==> config.mk <==
export PLATFORM = sky130hd
export DESIGN_NAME = dmem_arbiter
export DESIGN_NICKNAME = d
export VERILOG_FILES = /design/src/rtl/dmem_arb_pkg.sv /design/src/rtl/arb_wait_counter.sv /design/src/rtl/dmem_arbiter.sv
export SDC_FILE = /design/constraint.sdc
export NUM_CORES = 1
export LEC_CHECK = 0
export ABC_CLOCK_PERIOD_IN_PS = 6800
export CAP_MARGIN = 30
export CORE_ASPECT_RATIO = 0.9
export CORE_MARGIN = 3
export CORE_UTILIZATION = 35
export CTS_BUF_LIST = sky130_fd_sc_hd__clkbuf_4 sky130_fd_sc_hd__clkbuf_8
export CTS_CLUSTER_DIAMETER = 30
export CTS_CLUSTER_SIZE = 14
export DETAILED_ROUTE_END_ITERATION = 10
export PLACE_DENSITY = 0.83
export SLEW_MARGIN = 10
export SYNTH_ARGS = -nofsm -noshare
export SYNTH_HDL_FRONTEND = slang
export SYNTH_SLANG_ARGS = --single-unit
==> constraint.sdc <==
create_clock -name clock -period 6.8 [get_ports clock]
set_input_delay 1.36 -clock clock [delete_from_list [all_inputs] [get_ports clock]]
set_output_delay 1.36 -clock clock [all_outputs]
set_load 0.01 [all_outputs]
==> src/rtl/dmem_arb_pkg.sv <==
// Shared constants for the data-RAM arbiter: owner encoding of the read-return
// path and the width helper for the anti-starvation counter.
package dmem_arb_pkg;

  localparam logic OWNER_CPU = 1'b0;
  localparam logic OWNER_PER = 1'b1;

  // Bits needed to count 0..max_wait inclusive.
  function automatic int cnt_width(input int max_wait);
    return $clog2(max_wait + 1);
  endfunction

endpackage

==> src/rtl/arb_wait_counter.sv <==
// Counts cycles a peripheral request has been blocked by the CPU; saturates at
// MAX_WAIT and flags it so the arbiter can force a peripheral grant.
module arb_wait_counter
  import dmem_arb_pkg::*;
#(
  parameter int MAX_WAIT = 8,
  parameter int CNT_W    = cnt_width(MAX_WAIT)
) (
  input  logic clock,
  input  logic reset,
  input  logic clear,
  input  logic inc,
  output logic at_max
);

  localparam logic [CNT_W-1:0] MAX_VAL = CNT_W'(MAX_WAIT);

  logic [CNT_W-1:0] count;

  always_ff @(posedge clock or posedge reset) begin
    if (reset) begin
      count <= '0;
    end else if (clear) begin
      count <= '0;
    end else if (inc && (count != MAX_VAL)) begin
      count <= count + 1'b1;
    end
  end

  assign at_max = (count == MAX_VAL);

endmodule

==> src/rtl/dmem_arbiter.sv <==
// Shares the single-port data RAM between the CPU dmem port (fixed priority)
// and one peripheral req/ack master, with a forced peripheral grant after MAX_WAIT blocked cycles.
module dmem_arbiter
  import dmem_arb_pkg::*;
#(
  parameter int ADDR_W   = 12,
  parameter int DATA_W   = 32,
  parameter int MAX_WAIT = 8
) (
  input  logic              clock,
  input  logic              reset,
  input  logic              cpu_req,
  input  logic              cpu_wren,
  input  logic [ADDR_W-1:0] cpu_addr,
  input  logic [DATA_W-1:0] cpu_data,
  output logic [DATA_W-1:0] cpu_q,
  output logic              cpu_stall,
  input  logic              per_req,
  input  logic              per_we,
  input  logic [ADDR_W-1:0] per_addr,
  input  logic [DATA_W-1:0] per_wdata,
  output logic              per_ack,
  output logic              per_rvalid,
  output logic [DATA_W-1:0] per_rdata,
  output logic              ram_wEn,
  output logic [ADDR_W-1:0] ram_addr,
  output logic [DATA_W-1:0] ram_dataIn,
  input  logic [DATA_W-1:0] ram_dataOut
);

  // Handshake: per_req is held with stable per_* until the single-cycle per_ack;
  // the CPU sees cpu_stall and must re-present the same access the next cycle.

  logic              active;
  logic              at_max;
  logic              force_gnt;
  logic              gnt_per;
  logic              gnt_cpu;
  logic              owner_q;
  logic              rd_pend_q;
  logic [DATA_W-1:0] cpu_hold_q;
  logic [DATA_W-1:0] per_hold_q;

  // While reset is high nothing is granted, so no pulse or RAM write escapes.
  assign active    = ~reset;
  assign force_gnt = per_req & at_max;
  assign gnt_per   = active & per_req & (~cpu_req | force_gnt);
  assign gnt_cpu   = active & cpu_req & ~gnt_per;

  assign cpu_stall = cpu_req & gnt_per;
  assign per_ack   = gnt_per;

  assign ram_wEn    = gnt_per ? per_we    : (gnt_cpu & cpu_wren);
  assign ram_addr   = gnt_per ? per_addr  : cpu_addr;
  assign ram_dataIn = gnt_per ? per_wdata : cpu_data;

  arb_wait_counter #(
    .MAX_WAIT (MAX_WAIT)
  ) u_wait_counter (
    .clock  (clock),
    .reset  (reset),
    .clear  (gnt_per | ~per_req),
    .inc    (per_req & cpu_req & ~force_gnt),
    .at_max (at_max)
  );

  always_ff @(posedge clock or posedge reset) begin
    if (reset) begin
      owner_q    <= OWNER_CPU;
      rd_pend_q  <= 1'b0;
      cpu_hold_q <= '0;
      per_hold_q <= '0;
    end else begin
      owner_q   <= gnt_per ? OWNER_PER : OWNER_CPU;
      rd_pend_q <= gnt_per & ~per_we;
      if (rd_pend_q) begin
        per_hold_q <= ram_dataOut;
      end
      if (owner_q == OWNER_CPU) begin
        cpu_hold_q <= ram_dataOut;
      end
    end
  end

  // RAM data passes straight through in the return cycle and is held afterwards.
  assign per_rvalid = rd_pend_q;
  assign per_rdata  = rd_pend_q ? ram_dataOut : per_hold_q;
  assign cpu_q      = ((owner_q == OWNER_CPU) && active) ? ram_dataOut : cpu_hold_q;

endmodule
==> impl_results.md <==
* CTS buffer count at 9
* CP max stage cell: buf_4
* Worst slew pin tran at 0.754 ns
* First DRT Iteration DRCs at 81
* Cell mode on critical path: clkdlybuf4s50_1
* Postcts setup bufs at 0
* Maximum vdd ir drop at 0.000117 V
* Largest net degree at the start of global routing at 48
* Residual DRC at 0
* Post-CTS Hold Fix Bufs at 0
* Worst Path Required at 5.44 ns
* CTS max path bufs at 2
* Endpoint arrival time on the critical path at 3.84 ns
* Routability congestion estimate at 0.788
* Syn Inst Count at 258
* Cell Area, Synth at 3810 um2
* Clock Pin Slew Worst Setup and Hold Paths at 0.06 ns
* Ys Warns at 0
* Sequential area share after synthesis at 45.9%
* Post-synthesis async set-or-reset flop share at 100%
* Peak per-stage delay on the critical path at 0.62 ns
* Row cnt at 35
* HP Class: reg2reg
* Final worst slack at 1.60 ns
* Yosys top cell area share at 45.9%
* Final Max Slew Viols at 0
* Layout net count at 623
* Mapped Avg Cell Area at 14.8 um2
* Via count at 3018
* Hold Vio Cnt, Final at 0
* Die height at 105 um
* Cell with the most instances after synthesis: mux2_2
* Core Region at 10400 um2
* Via-per-instance ratio at 4.81
* Tmin final at 5.20 ns
* Filler Cells Inserted at 803
* H-Tree Depth at 3
* Ports at 238
* Number of synthesized flops with an enable pin at 0
* Synth cell count leaders: mux2_2 (102), dfrtp_1 (70), mux2_4 (38), buf_2 (6), clkbuf_1 (6)
* Leakage at 0.00265 uW
* Main synth FF type: dfrtp_1
* Worst-Skew Late Latency at 0.33 ns
* Synth top area cells: dfrtp_1 (46%), mux2_2 (30%), mux2_4 (15%)
* Critical path endpoint category: output port
* Mapped Nets at 386
* Fmax at 192 MHz
* N_diodes at 0
* Number of global-route vias before repair at 3410
* Max Cap Viol at 0
* Initial Util at 36.6%
* Netlist cell types at 25
* Chip Width at 116 um
* Max Fanout on Critical Path at 47
* TritonCTS clock tree: yes
* Worst Setup Path Type: in2out
* Layout area overhead at 71.0%
* DP Wirelength at 8960 um
* Clk sinks at 70
* Clock skew at 0.0103 ns
* Max_slew headroom at 49.7%
* Fraction of layout instances using a drive strength above 1 at 33.1%
* Post-synth top area cell: dfrtp_1
* Total Routing Usage GR at 18.7%
* Critical path startpoint category: input pin
* Die area at 12200 um2
* Pre-CTS WS at 1.59 ns
* PD cells at 200 nW/um2
* First-pass GRT wire length at 17900 um
* Clk root buf: clkbuf_8
* Setup total negative slack at 0 ns
* First-pass DRT Iterations at 4
* Yosys reg bits at 70
* Antenna violations before repair at 0
* Critical-path cell list: clkdlybuf4s50_1, nand2b_1, a21oi_4, buf_4, mux2_2, clkdlybuf4s50_1
* Routed Antenna Nets at 0
* Wire per inst at 18.0 um
* RSZ-0062 raised after global routing: no
* Cells resized by post-CTS repair at 0
* Tcrit/Tclk final at 76.4%
* Input/output buffers at 237
* Setup violations, final at 0
* Status: finished clean
* GRT overflow at 0
* Detailed Route WL at 11300 um
==> kinds of logic after synthesis <==
kind of cell | after synthesis | share of synthesized area [%]
and+or+nand+nor | 13 | 2.46
AOI/OAI and AO/OA | 11 | 2.17
DFF | 70 | 45.9
muxes | 140 | 45.1
xor gates and xnor gates | 1 | 0.230
adders and majority gates | 2 | 0.656
buffers and inverters | 21 | 3.45
==> worst max-delay path, delay by kind of cell <==
kind / cells / cell delay, ns
compound gates: 1 / 0.12
buf+inv: 3 / 1.67
mux: 1 / 0.41
simple gates: 1 / 0.27
==> metrics by stage <==
| stage | hold slack (ns) | area, um2 | instances | power [uW] | util (%) |
|---|---|---|---|---|---|
| 2_1_floorplan | 0.475 | 3810 | 258 | 680 | - |
| 3_3_place_gp | 0.480 | 6270 | 612 | 934 | 60.2 |
| 3_5_place_dp | 0.486 | 6270 | 612 | 946 | 60.2 |
| 4_1_cts | 0.503 | 6490 | 627 | 1320 | 62.3 |
| 5_1_grt | 0.516 | 6520 | 628 | 1370 | 62.5 |
| 6_report | 0.500 | 6520 | 628 | 1300 | 62.5 |
==> layout make-up <==
cell class                 count  area (um2)  area share, %
clock buffer                  10         138           2.11
clock inverter                 5        81.3           1.25
inverter                       5        18.8          0.288
multi-input combinational    167        1940           29.7
sequential                    70        1750           26.9
tap                          129         161           2.48
timing repair buffer         242        2430           37.3
==> path summary, 6_finish.rpt <==
kind                                    startpoint  depth (start not counted)                       to  slack [ns]
setup / recovery                             reset                          6              ram_addr[3]        1.60
hold / removal                       per_hold_q[8]                          1            per_hold_q[8]        0.50
setup reg to reg           u_wait_counter.count[0]                          6               per_rvalid        4.88
hold reg to reg                      per_hold_q[8]                          1            per_hold_q[8]        0.50
max in group asynchronous                    reset                          3  u_wait_counter.count[2]        4.15
min in group asynchronous                    reset                          2            cpu_hold_q[6]        1.71
==> state kept, by name (all words and copies together) (netlist names) <==
register              cells
owner_q                   1
per_hold_q               32
cpu_hold_q               32
per_rvalid                1
u_wait_counter.count      4
==> power by group <==
part / internal, uW / switching, uW
combinational: 287 / 158
sequential: 472 / 19.4
clock: 215 / 152
total: 975 / 329
==> placed cells by master, fill, tap and decap left out, drive strengths merged <==
cell	instances
a211oi	1
a21oi	4
a31oi	1
and3	1
and3b	1
buf	5
bufinv	2
clkbuf	10
clkdlybuf4s50	237
clkinv	1
clkinvlp	1
dfrtp	70
ha	2
inv	6
mux2	140
nand2b	1
nand3	3
nand3b	2
nand4b	1
nor2	1
nor2b	1
nor3	2
o211ai	4
o21a	1
xor2	1
==> layer usage <==
| layer | wire [um] | track usage (%) | up-vias | part of all wire [%] |
|---|---|---|---|---|
| met5 | 0 | 0 | - | 0 |
| met4 | 184 | 5.80 | 0 | 1.6 |
| met3 | 719 | 4.46 | 17 | 6.4 |
| met2 | 5970 | 32.3 | 126 | 53 |
| met1 | 4400 | 22.7 | 1466 | 39 |
| li1 | - | - | 1409 | - |
No activity file was read; power rests on OpenSTA's default activity.
